[src/rtl/piso_sequencer.sv]
// piso_sequencer: drains an n x m result buffer row-major into a valid/ready stream.
// Define PISO_SEQ_LAST_EN to add the out_last end-of-matrix marker.
module piso_sequencer #(
    parameter int M      = 256,
    parameter int N      = 256,
    parameter int DATA_W = 32
) (
    input  logic              clk,
    input  logic              rst,
    input  logic              start,
    input  logic [7:0]        n_dim,
    input  logic [7:0]        m_dim,
    output logic              send,
    output logic [7:0]        selO_n,
    output logic [7:0]        selO_m,
    input  logic [DATA_W-1:0] result_data,
    output logic              out_valid,
    input  logic              out_ready,
    output logic [DATA_W-1:0] out_data,
`ifdef PISO_SEQ_LAST_EN
    output logic              out_last,
`endif
    output logic              busy,
    output logic              done,
    output logic              err
);

    typedef enum logic [1:0] {IDLE, SEND, FLUSH, DONE} state_t;

    state_t            state_q;
    logic [7:0]        n_q, m_q, row_q, col_q;
    logic              infl_q;
    logic [1:0]        cnt_q, cnt_d;
    logic              wr_q, rd_q;
    logic [DATA_W-1:0] fifo_q [2];
    logic              busy_q, done_q, err_q;
    logic              dims_ok, pop, push, last_rd;

    assign dims_ok = (n_dim != 8'd0) && (m_dim != 8'd0)
                  && (int'({24'd0, n_dim}) <= N)
                  && (int'({24'd0, m_dim}) <= M);

    assign out_valid = (cnt_q != 2'd0);
    assign out_data  = fifo_q[rd_q];
    assign pop       = out_valid && out_ready;
    assign push      = infl_q;
    assign cnt_d     = cnt_q + {1'b0, push} - {1'b0, pop};
    assign last_rd   = (row_q == n_q - 8'd1) && (col_q == m_q - 8'd1);

    // In-flight read reserves a slot; a same-cycle pop frees one.
    assign send = (state_q == SEND)
               && (((cnt_q + {1'b0, infl_q}) < 2'd2) || pop);

    assign selO_n = row_q;
    assign selO_m = col_q;
    assign busy   = busy_q;
    assign done   = done_q;
    assign err    = err_q;

`ifdef PISO_SEQ_LAST_EN
    logic [1:0] last_q;
    logic       infl_last_q;

    assign out_last = out_valid && last_q[rd_q];

    always_ff @(posedge clk or posedge rst) begin
        if (rst) begin
            last_q      <= 2'b00;
            infl_last_q <= 1'b0;
        end else begin
            infl_last_q <= send && last_rd;
            if (push) last_q[wr_q] <= infl_last_q;
        end
    end
`endif

    always_ff @(posedge clk or posedge rst) begin
        if (rst) begin
            state_q   <= IDLE;
            n_q       <= 8'd0;
            m_q       <= 8'd0;
            row_q     <= 8'd0;
            col_q     <= 8'd0;
            infl_q    <= 1'b0;
            cnt_q     <= 2'd0;
            wr_q      <= 1'b0;
            rd_q      <= 1'b0;
            fifo_q[0] <= '0;
            fifo_q[1] <= '0;
            busy_q    <= 1'b0;
            done_q    <= 1'b0;
            err_q     <= 1'b0;
        end else begin
            infl_q <= send;
            cnt_q  <= cnt_d;
            done_q <= 1'b0;
            err_q  <= 1'b0;
            if (push) begin
                fifo_q[wr_q] <= result_data;
                wr_q         <= ~wr_q;
            end
            if (pop) rd_q <= ~rd_q;
            unique case (state_q)
                IDLE: begin
                    if (start && dims_ok) begin
                        n_q     <= n_dim;
                        m_q     <= m_dim;
                        row_q   <= 8'd0;
                        col_q   <= 8'd0;
                        busy_q  <= 1'b1;
                        state_q <= SEND;
                    end else if (start) begin
                        err_q <= 1'b1;
                    end
                end
                SEND: begin
                    if (send) begin
                        if (last_rd) begin
                            row_q   <= 8'd0;
                            col_q   <= 8'd0;
                            state_q <= FLUSH;
                        end else if (col_q == m_q - 8'd1) begin
                            col_q <= 8'd0;
                            row_q <= row_q + 8'd1;
                        end else begin
                            col_q <= col_q + 8'd1;
                        end
                    end
                end
                FLUSH: begin
                    if (cnt_d == 2'd0 && !infl_q) begin
                        done_q  <= 1'b1;
                        state_q <= DONE;
                    end
                end
                DONE: begin
                    busy_q  <= 1'b0;
                    state_q <= IDLE;
                end
                default: state_q <= IDLE;
            endcase
        end
    end

endmodule

[config.mk]
export PLATFORM = sky130hd
export DESIGN_NAME = piso_sequencer
export DESIGN_NICKNAME = d
export VERILOG_FILES = /design/src/rtl/piso_sequencer.sv
export SDC_FILE = /design/constraint.sdc
export NUM_CORES = 1
export LEC_CHECK = 0
export CAP_MARGIN = 20
export CORE_MARGIN = 2
export CORE_UTILIZATION = 45
export DETAILED_ROUTE_END_ITERATION = 12
export PLACE_DENSITY_LB_ADDON = 0.3
export SLEW_MARGIN = 0
export SYNTH_ARGS = -nofsm -noshare
export SYNTH_HDL_FRONTEND = slang
export SYNTH_SLANG_ARGS = --single-unit
[constraint.sdc]
create_clock -name clk -period 7.15 [get_ports clk]
set_input_delay 2.145 -clock clk [delete_from_list [all_inputs] [get_ports clk]]
set_output_delay 2.145 -clock clk [all_outputs]
set_load 0.005 [all_outputs]
## Yosys cells after proc, flatten, opt, wreduce, memory -nomap -nowiden

Cells that the tools add are included.

| storage, ports and cells | value |
|---|---|
| flip-flop bits (word level) | 106 |
| input bits | 52 |
| output and inout bits | 53 |
| word-level logic and storage cells | 86 |

| operators by class | value |
|---|---|
| $add $sub $neg | 6 |
| magnitude comparators | 4 |
| equality and inequality tests | 10 |
| mux-type cells | 27 |
| bitwise gates (word level) | 4 |
| reduce and logical (&&, ||, !) cells | 21 |

Operator list:

| operator | number |
|---|---|
| two-way mux 32 bit | 4 |
| bitwise mux 64 bit | 1 |
| two-way mux 8 bit | 7 |
| demux 32 bit (select 1 bit) | 1 |
| one-hot mux 8 bit (2 select lines) | 2 |
| adder 8 x 1 -> 8 bit (second input constant) | 2 |
| == test 8 bit | 2 |
| nonzero test 8 bit | 2 |
| subtractor 8 x 1 -> 8 bit (second input constant) | 2 |
| two-way mux 2 bit | 4 |
| != test 2 bit (second input constant) | 4 |
| one-hot mux 2 bit (4 select lines) | 1 |
| AND reduction 4 bit | 2 |
| logical AND 1 bit | 7 |
| two-way mux 1 bit | 6 |
| nonzero test 2 bit | 3 |
| == test 2 bit (second input constant) | 2 |
| >= comparator 2 bit (second input constant) | 2 |
| zero test 2 bit | 2 |
| inverter 1 -> 2 bit | 2 |
| AND reduction 2 bit | 2 |
| != test 3 bit (second input constant) | 1 |
| AND reduction 3 bit | 1 |
| adder 2 x 1 -> 2 bit | 1 |
| 8 further kinds | 9 |

## Logic depth before layout (Yosys ltp)

Gate-level depths: netlist (run 1).

| logic depth | value |
|---|---|
| depth in word-level cells | 7 |
| depth in mapped cells | 11 |
| depth with buffers taken out | 9 |

## Least setup slack after synthesis (run 1)

No wires, ideal clock.

| path | value |
|---|---|
| path kind | input to output |
| start | in out_ready |
| end | out send |
| arrival | 2.608 ns |
| data required time | 5.005 ns |
| path slack | 2.397 ns |
| stages on the path | 3 |
| path buffers | 0 |
| cell sequence | a21boi_0 mux2_2 nor2_1 |

| on the way | value |
|---|---|
| cells in the longest elaborated chain, start to end | 3 |

Ends and longest elaborated chain:

| element | RTL line | source |
|---|---|---|
| start, declared | 18 | `input logic out_ready,` |
| logical AND 1 bit | 45 | `assign pop = out_valid && out_ready;` |
| logical OR 1 bit | 52 | `&& (((cnt_q + {1'b0, infl_q}) < 2'd2) \|\| pop);` |
| logical AND 1 bit | 52 |  |
| end, declared | 13 | `output logic send,` |

No other way between the ends.

## Worst setup path after layout (run 1)

Ends and elaborated chain as after synthesis.

==> out/metrics.sh, run 1 <==
ARRIVAL_PS=3810
INITIAL_CORE_UTIL=0.4634
INSERTEDDIODECOUNT=0
N_FILL_CELL=927
CTSRESIZECOUNT=0
PIN_COUNT=105
WIRE_PER_INST_UM=16.70
DIE_H_UM=112.7
REMAINING_DRC_ERRORS=0
TRITONCTS='built'
POWER.DENSITY_CELL_AREA_nW_PER_UM2=445.3
FINALSETUPVIOLCOUNT=0
REPORT.FINAL.HOLD_VIOL_COUNT=0
WORST_SETUP_HOLD_PATH_CLK_SLEW_PS=60
DOMINANTREGCELLSYNTH='sky130_fd_sc_hd__dfrtp_1'
DRTPASS1ITERATIONS=4
PLACED_INSTANCE_AREA_UM2=6486
WORSTSETUPENDPOINTTYPE='output pin'
SYNTH-SEQ-AREA-SHARE=0.4992
SYNTH_AREA_UM2=5314
MAXIMUM_NUMBER_OF_PINS_ON_ONE_NET_BEFORE_GLOBAL_ROUTE_REPAIR=69
CTS.HOLD.BUFFERS_ADDED=0
LAYOUT.CELLS.MOST_COMMON_LIST='115 x sky130_fd_sc_hd__mux2_2, 106 x sky130_fd_sc_hd__dfrtp_1, 104 x sky130_fd_sc_hd__clkdlybuf4s50_1'
MET1_USAGE=0.2313
RSZ0062_AT_GRT='no'
CTS_SETUP_BUFFERS=0
PORT-BUFFER-COUNT=104
SYNTH-ASYNC-RESET-RATIO=1.000
CTS.HTREE.LEVELS=3
MAX_STAGE_DELAY_PS=550
CRITICAL-PATH-TOP-CELL-BY-COUNT='sky130_fd_sc_hd__clkdlybuf4s50_1'
HOLDPATHSTAGES=1
R2R_CELLS=9
WORST-ENDPOINT-REQUIRED_PS=5010
SYNTH_SEQ_CELLS=106
CLOCK_SKEW_PS=6.600
GRT_FIRST_PASS_WIRELENGTH_MM=18.31
RATIO_OF_ROUTED_VIAS_TO_STANDARD_CELLS=5.588
MIN_PERIOD_PS=5955
GR-MAX-USAGE-LAYER='met2'
GRT_ANTENNA_BEFORE_REPAIR=0
CP_CELL_SEQUENCE='clkdlybuf4s50_1, a21boi_0, mux2_2, nor2_1, clkdlybuf4s50_1'
CLOCK_TREE.BUFFER_DEPTH=2
SYN_AREA_PER_CELL_UM2=12.44
DRIVE_GT1_FRAC=0.2820
CTS_BUFFERS=9
MAX_CAP_VIOLS=0
DIEWIDTH_UM=112.7
FINAL-MAX-SLEW-VIOLATION-COUNT=0
ANTENNA_VIOLATING_NETS_POST_ROUTE=0
WORST_MIN_PATH_START='fifo_q[30]'
VIAS_IN_THE_FIRST_GLOBAL_ROUTE=3903
AREAGROWTHSYNTHTOFINISH_PCT=27.45
FMAX_ACHIEVED_MHz=167.9
HOLD_END='fifo_q[30]'
TNS_PS=0
TIMING.HOLD.WORST.CLASS='flop to flop'
USE_MET3=0.03672
FP.COREAREA_UM2=11470
GLOBAL_ROUTE.OVERFLOW_TOTAL=0
FINAL_CELL_AREA_UM2=6773
SYNTHESIS.NETS=489
DIE_AREA_UM2=12690
ROUTED_WIRELENGTH_MM=11.27
CTS.SINK_COUNT=106
WORST_SKEW_PAIR.LATE_LATENCY_PS=340
POWER.LEAKAGE_nW=2.758
FINAL_NETS=590
MAX_SLEW_HEADROOM=0.3561
RESULT_OF_THE_RUN='finished clean'
WORSTSETUPPATHTYPE='input port to output pin'
FINAL.PERIOD_UTILIZATION=0.8329
DRT_ITER0_DRC=162
TRACK_USAGE=0.1796
R2R_END='selO_n[4]'
ROW_COUNT=39
POSTSYNTHCELLCOUNT=427
NUMBER_OF_WARNING_MESSAGES_IN_THE_YOSYS_LOG=0
NETLIST-CELL-TYPE-COUNT=52
TIMING.REG2REG.SETUP_SLACK_PS=3950
SLOWEST_STAGE='sky130_fd_sc_hd__clkdlybuf4s50_1'
WORST_R2R_STARTPOINT='m_q[0]'
DETAILED_PLACE_HPWL_MM=8.088
VDD.IR_DROP.WORST_mV=0.1974
MAX_SLEW.WORST_PIN.SLEW_PS=963.8
CRIT_PATH_START='out_ready'
GLOBAL_ROUTE.USAGE.MET2=0.2990
GP_ROUTABILITY_CONGESTION=0.8134
VIAS=3772
CLOCKROOTBUFFER='sky130_fd_sc_hd__clkbuf_16'
STARTPOINT_TYPE='input port'
MOSTFREQUENTLAYOUTCELL='sky130_fd_sc_hd__mux2_2'
SYNTH_EDF_COUNT=0
PATH_MAX_FANOUT=3
## where the power goes
group          internal [mW]  switching [mW]
sequential             0.877           0.208
clock                  0.270           0.210
combinational          0.880           0.571
## layer usage
metal  part of all wire  wire [um]
met1               0.45       5048
met4              0.023        256
met2               0.49       5470
met3              0.044        496
met5                  0          0
## area by class of cell
cell class | count | area, um^2 | share of cell area
Sequential cell | 106 | 2653 | 0.3916
Multi-Input combinational cell | 286 | 2517 | 0.3717
Timing Repair Buffer | 108 | 1071 | 0.1581
Clock buffer | 11 | 232.7 | 0.03436
Tap cell | 143 | 178.9 | 0.02642
Inverter | 17 | 66.31 | 0.009791
Clock inverter | 4 | 53.80 | 0.007944
## cell families after synthesis
family	synth area share
AO/OA/AOI/OAI	0.07441
XOR/XNOR	0.03626
adder cells (fa/ha/maj)	0.02355
buffers and inverters	0.02849
flip-flops	0.4992
multiplexers	0.2458
AND/OR/NAND/NOR	0.09230
## synthesized netlist by cell type (all sizes together) (2+ instances only)
cell type | instances | share of area
mux2 | 116 | 0.25
dfrtp | 106 | 0.50
nor2 | 22 | 0.016
inv | 17 | 0.012
nand2 | 16 | 0.011
xnor2 | 13 | 0.021
buf | 10 | 0.011
ha | 10 | 0.024
nand3 | 10 | 0.0094
nor4 | 10 | 0.017
a21oi | 9 | 0.0085
xor2 | 9 | 0.015
clkbuf | 8 | 0.0057
o211ai | 6 | 0.0085
or2 | 6 | 0.0071
a22o | 5 | 0.0082
a211oi | 4 | 0.0057
a31oi | 4 | 0.0059
a21o | 3 | 0.0049
a221o | 3 | 0.0057
and2 | 3 | 0.0038
nand4b | 3 | 0.0049
nor3 | 3 | 0.0028
o21ai | 3 | 0.0028
o2bb2ai | 3 | 0.0049
or4 | 3 | 0.0042
and3 | 2 | 0.0024
nand2b | 2 | 0.0024
o31ai | 2 | 0.0028
or3 | 2 | 0.0024
## registers in the layout, indices dropped and copies added, names as in the netlist, 2 cells and up
register / count
state_q: 2
cnt_q: 2
m_q: 8
selO_n: 8
fifo_q: 64
selO_m: 8
n_q: 8
## critical path, delay by kind of cell
family / cells / cell delay [ps]
mux: 1 / 310
simple gates: 1 / 210
compound gates: 1 / 100
buf+inv: 2 / 1040
## per-stage QoR
stage                       util  cells  setup slack [ps]  power, mW  hold WS [ps]
final                     0.5906    675              1195      3.016         500.0
after global routing      0.5906    675              1081      3.219         513.2
after CTS                 0.5906    675              1203      3.046         503.2
after detailed placement  0.5656    660              1260      2.552         487.8
after global placement    0.5650    659              1264      2.474         480.6
after floorplan                -    427              2216      1.983         461.0
## how the worst max path moves through the flow
stage                 to  slack [ps]  depth (start not counted)
floorplan           busy        2220                          1
global placement    send        1260                          5
detailed placement  send        1260                          5
CTS                 send        1200                          5
global route        send        1080                          5
finish              send        1190                          5
No activity file was read; power rests on OpenSTA's default activity.
==> run 2: changes to the inputs <==
==> constraint.sdc (replaced) <==
create_clock -name clk -period 5.6 [get_ports clk]
set_input_delay 1.68 -clock clk [delete_from_list [all_inputs] [get_ports clk]]
set_output_delay 1.68 -clock clk [all_outputs]
set_load 0.005 [all_outputs]
==> out/metrics.sh, run 2 (same netlist as run 1, synthesis figures left out) <==
LAYOUT.CELLS.MOST_COMMON_LIST='115 x sky130_fd_sc_hd__mux2_2, 106 x sky130_fd_sc_hd__dfrtp_1, 104 x sky130_fd_sc_hd__clkdlybuf4s50_1'
MAXIMUM_NUMBER_OF_PINS_ON_ONE_NET_BEFORE_GLOBAL_ROUTE_REPAIR=48  # -30%
HOLD_WS_PS=504.0  # +3.978 ps
CLOCKROOTBUFFER='sky130_fd_sc_hd__clkbuf_16'
LARGEST_REGISTER_FF_COUNT=64  # unchanged
MAX_CAP_VIOLS=0  # unchanged
FINAL_NETS=591  # +0.17%
TRACK_USAGE=0.1803  # +0.0006911
POWER_SWITCHING_SHARE=0.3218  # -0.006086
PATH_MAX_FANOUT=3  # unchanged
CTS.SINK_COUNT=106  # unchanged
TRITONCTS='built'
GP_ROUTABILITY_CONGESTION=0.7765  # -4.5%
INSERTEDDIODECOUNT=0  # unchanged
FINAL.PERIOD_UTILIZATION=0.8867
ARRIVAL_PS=3290  # -520 ps
RATIO_OF_ROUTED_VIAS_TO_STANDARD_CELLS=5.362  # -4.0%
CTS_BUFFERS=9  # unchanged
ANTENNA_VIOLATING_NETS_POST_ROUTE=0  # unchanged
CTS_SETUP_BUFFERS=0  # unchanged
COMBPWRFRAC=0.477  # -0.004
VDD.IR_DROP.WORST_mV=0.2862  # +45%
RSZ0062_AT_GRT='no'
MAX_SLEW_HEADROOM=0.3663  # +0.01022
ROUTED_WIRELENGTH_MM=11.02  # -2.3%
TIMING.HOLD.WORST.CLASS='flop to flop'
GRT_FIRST_PASS_WIRELENGTH_MM=18.34  # +0.15%
WORST_SKEW_PAIR.LATE_LATENCY_PS=350  # about the same
CTS.HTREE.LEVELS=3  # unchanged
PORT-BUFFER-COUNT=104  # unchanged
CLOCK_TREE.BUFFER_DEPTH=2  # unchanged
WORST_SETUP_HOLD_PATH_CLK_SLEW_PS=70  # about the same
POWER.SHARE.CLOCK=0.175  # +0.016
STARTPOINT_TYPE='input port'
PIN_COUNT=105  # unchanged
TNS_PS=0  # unchanged
CTSRESIZECOUNT=0  # unchanged
MIN_PERIOD_PS=4966
AREAGROWTHSYNTHTOFINISH_PCT=28.40
FINAL-MAX-SLEW-VIOLATION-COUNT=0  # unchanged
P_SEQ_FRAC=0.348  # -0.012
WIRE_PER_INST_UM=16.27  # -2.6%
GLOBAL_ROUTE.OVERFLOW_TOTAL=0  # unchanged
FP.COREAREA_UM2=11470  # unchanged
POWER.DENSITY_CELL_AREA_nW_PER_UM2=572.2  # +29%
REPORT.FINAL.HOLD_VIOL_COUNT=0  # unchanged
CTS.HOLD.BUFFERS_ADDED=0  # unchanged
VIAS_IN_THE_FIRST_GLOBAL_ROUTE=3834  # -1.8%
DIE_AREA_UM2=12690  # unchanged
GRT_ANTENNA_BEFORE_REPAIR=0  # unchanged
FMAX_ACHIEVED_MHz=201.4
PLACE_INST=661  # +0.15%
VIAS=3630  # -3.8%
DRT_ITER0_DRC=157  # -3.1%
ROW_COUNT=39  # unchanged
WORST-ENDPOINT-REQUIRED_PS=3920  # -1090 ps
DRIVE_GT1_FRAC=0.2884  # +0.006435
INITIAL_CORE_UTIL=0.4634  # unchanged
DETAILED_PLACE_HPWL_MM=7.860  # -2.8%
MOSTFREQUENTLAYOUTCELL='sky130_fd_sc_hd__mux2_2'
WORSTSETUPENDPOINTTYPE='output pin'
MAX_SLEW.WORST_PIN.SLEW_PS=948.6  # -15.29 ps
POWER.LEAKAGE_nW=2.789  # +1.1%
FINALSETUPVIOLCOUNT=0  # unchanged
LARGEST_REGISTER='fifo_q'
SWITCHING_COMPONENT_OF_THE_POWER_mW=1.257  # +27%
DIE_H_UM=112.7  # unchanged
DRTPASS1ITERATIONS=4  # unchanged
REMAINING_DRC_ERRORS=0  # unchanged
LAYOUTNONFILLERINSTCOUNT=677  # +0.30%
WORSTSETUPPATHTYPE='input port to output pin'
DIEWIDTH_UM=112.7  # unchanged
CLOCK_SKEW_PS=5.046  # -1.554 ps
RESULT_OF_THE_RUN='finished clean'
INTPOWER_mW=2.648  # +31%
==> run 2: cell count changes in the layout (fill, tap and decap cells not counted), sizes merged <==
cell	change
buf	+1
bufinv	+1
clkinv	+2
clkinvlp	-1
clkbuf	-1
==> run 2: area by class of cell <==
class / instances / area (um^2)
clock buffer: 10 / 239.0
clock inverter: 6 / 90.09
fill: 965 / 4644
inverter: 17 / 66.31
multi-input combinational: 286 / 2517
sequential: 106 / 2653
tap: 143 / 178.9
timing repair buffer: 109 / 1079
==> run 2: path summary, 6_finish.rpt <==
path | from | to | slack, ps | cells past startpoint
setup reg to reg | m_q[0] | selO_n[4] | 2510 | 9
min in group asynchronous | rst | fifo_q[59] | 1650 | 2
max in group asynchronous | rst | selO_n[0] | 3020 | 3
setup / recovery | out_ready | send | 630 | 5
hold / removal | fifo_q[17] | fifo_q[17] | 500 | 1
hold reg to reg | fifo_q[17] | fifo_q[17] | 500 | 1
==> run 2: worst max-delay path: stages <==
cell and delay (ps):
sky130_fd_sc_hd__clkdlybuf4s50_1 490, sky130_fd_sc_hd__a21boi_0 90, sky130_fd_sc_hd__mux2_2 300, sky130_fd_sc_hd__nor2_1 180, sky130_fd_sc_hd__clkdlybuf4s50_1 540
==> run 2: metrics by stage <==
step	instance area, um^2	setup slack (ps)	utilization	total power, mW
2_1_floorplan	5314	1131	-	2.532
3_3_place_gp	6494	641.7	0.5663	3.164
3_5_place_dp	6494	639.0	0.5663	3.252
4_1_cts	6823	621.2	0.5950	3.954
5_1_grt	6823	543.1	0.5950	4.175
6_report	6823	634.3	0.5950	3.904
==> run 2: per-layer routing <==
| metal | vias up | GRT usage | wire [um] |
|---|---|---|---|
| li1 | 1744 | - | - |
| met4 | 0 | 0.06260 | 146 |
| met5 | - | 0 | 0 |
| met2 | 85 | 0.3014 | 5329 |
| met3 | 10 | 0.04158 | 557 |
| met1 | 1791 | 0.2310 | 4981 |
==> run 2: power groups by stage <==
stage	sequential (mW)	clock (mW)	combinational (mW)
2_1_floorplan	1.31	0	1.23
3_3_place_gp	1.35	0	1.81
3_5_place_dp	1.38	0	1.87
4_1_cts	1.36	0.701	1.89
5_1_grt	1.41	0.735	2.03
6_report	1.36	0.682	1.86
==> run 3: changes to the inputs <==
--- a/config.mk
+++ b/config.mk
@@ -5,7 +5,6 @@
 export SDC_FILE = /design/constraint.sdc
 export NUM_CORES = 1
 export LEC_CHECK = 0
-export CAP_MARGIN = 20
 export CORE_MARGIN = 2
 export CORE_UTILIZATION = 45
 export DETAILED_ROUTE_END_ITERATION = 12
==> results of run 3 <==
Same layout as run 2: the final DEF is identical, and so are final timing and power.
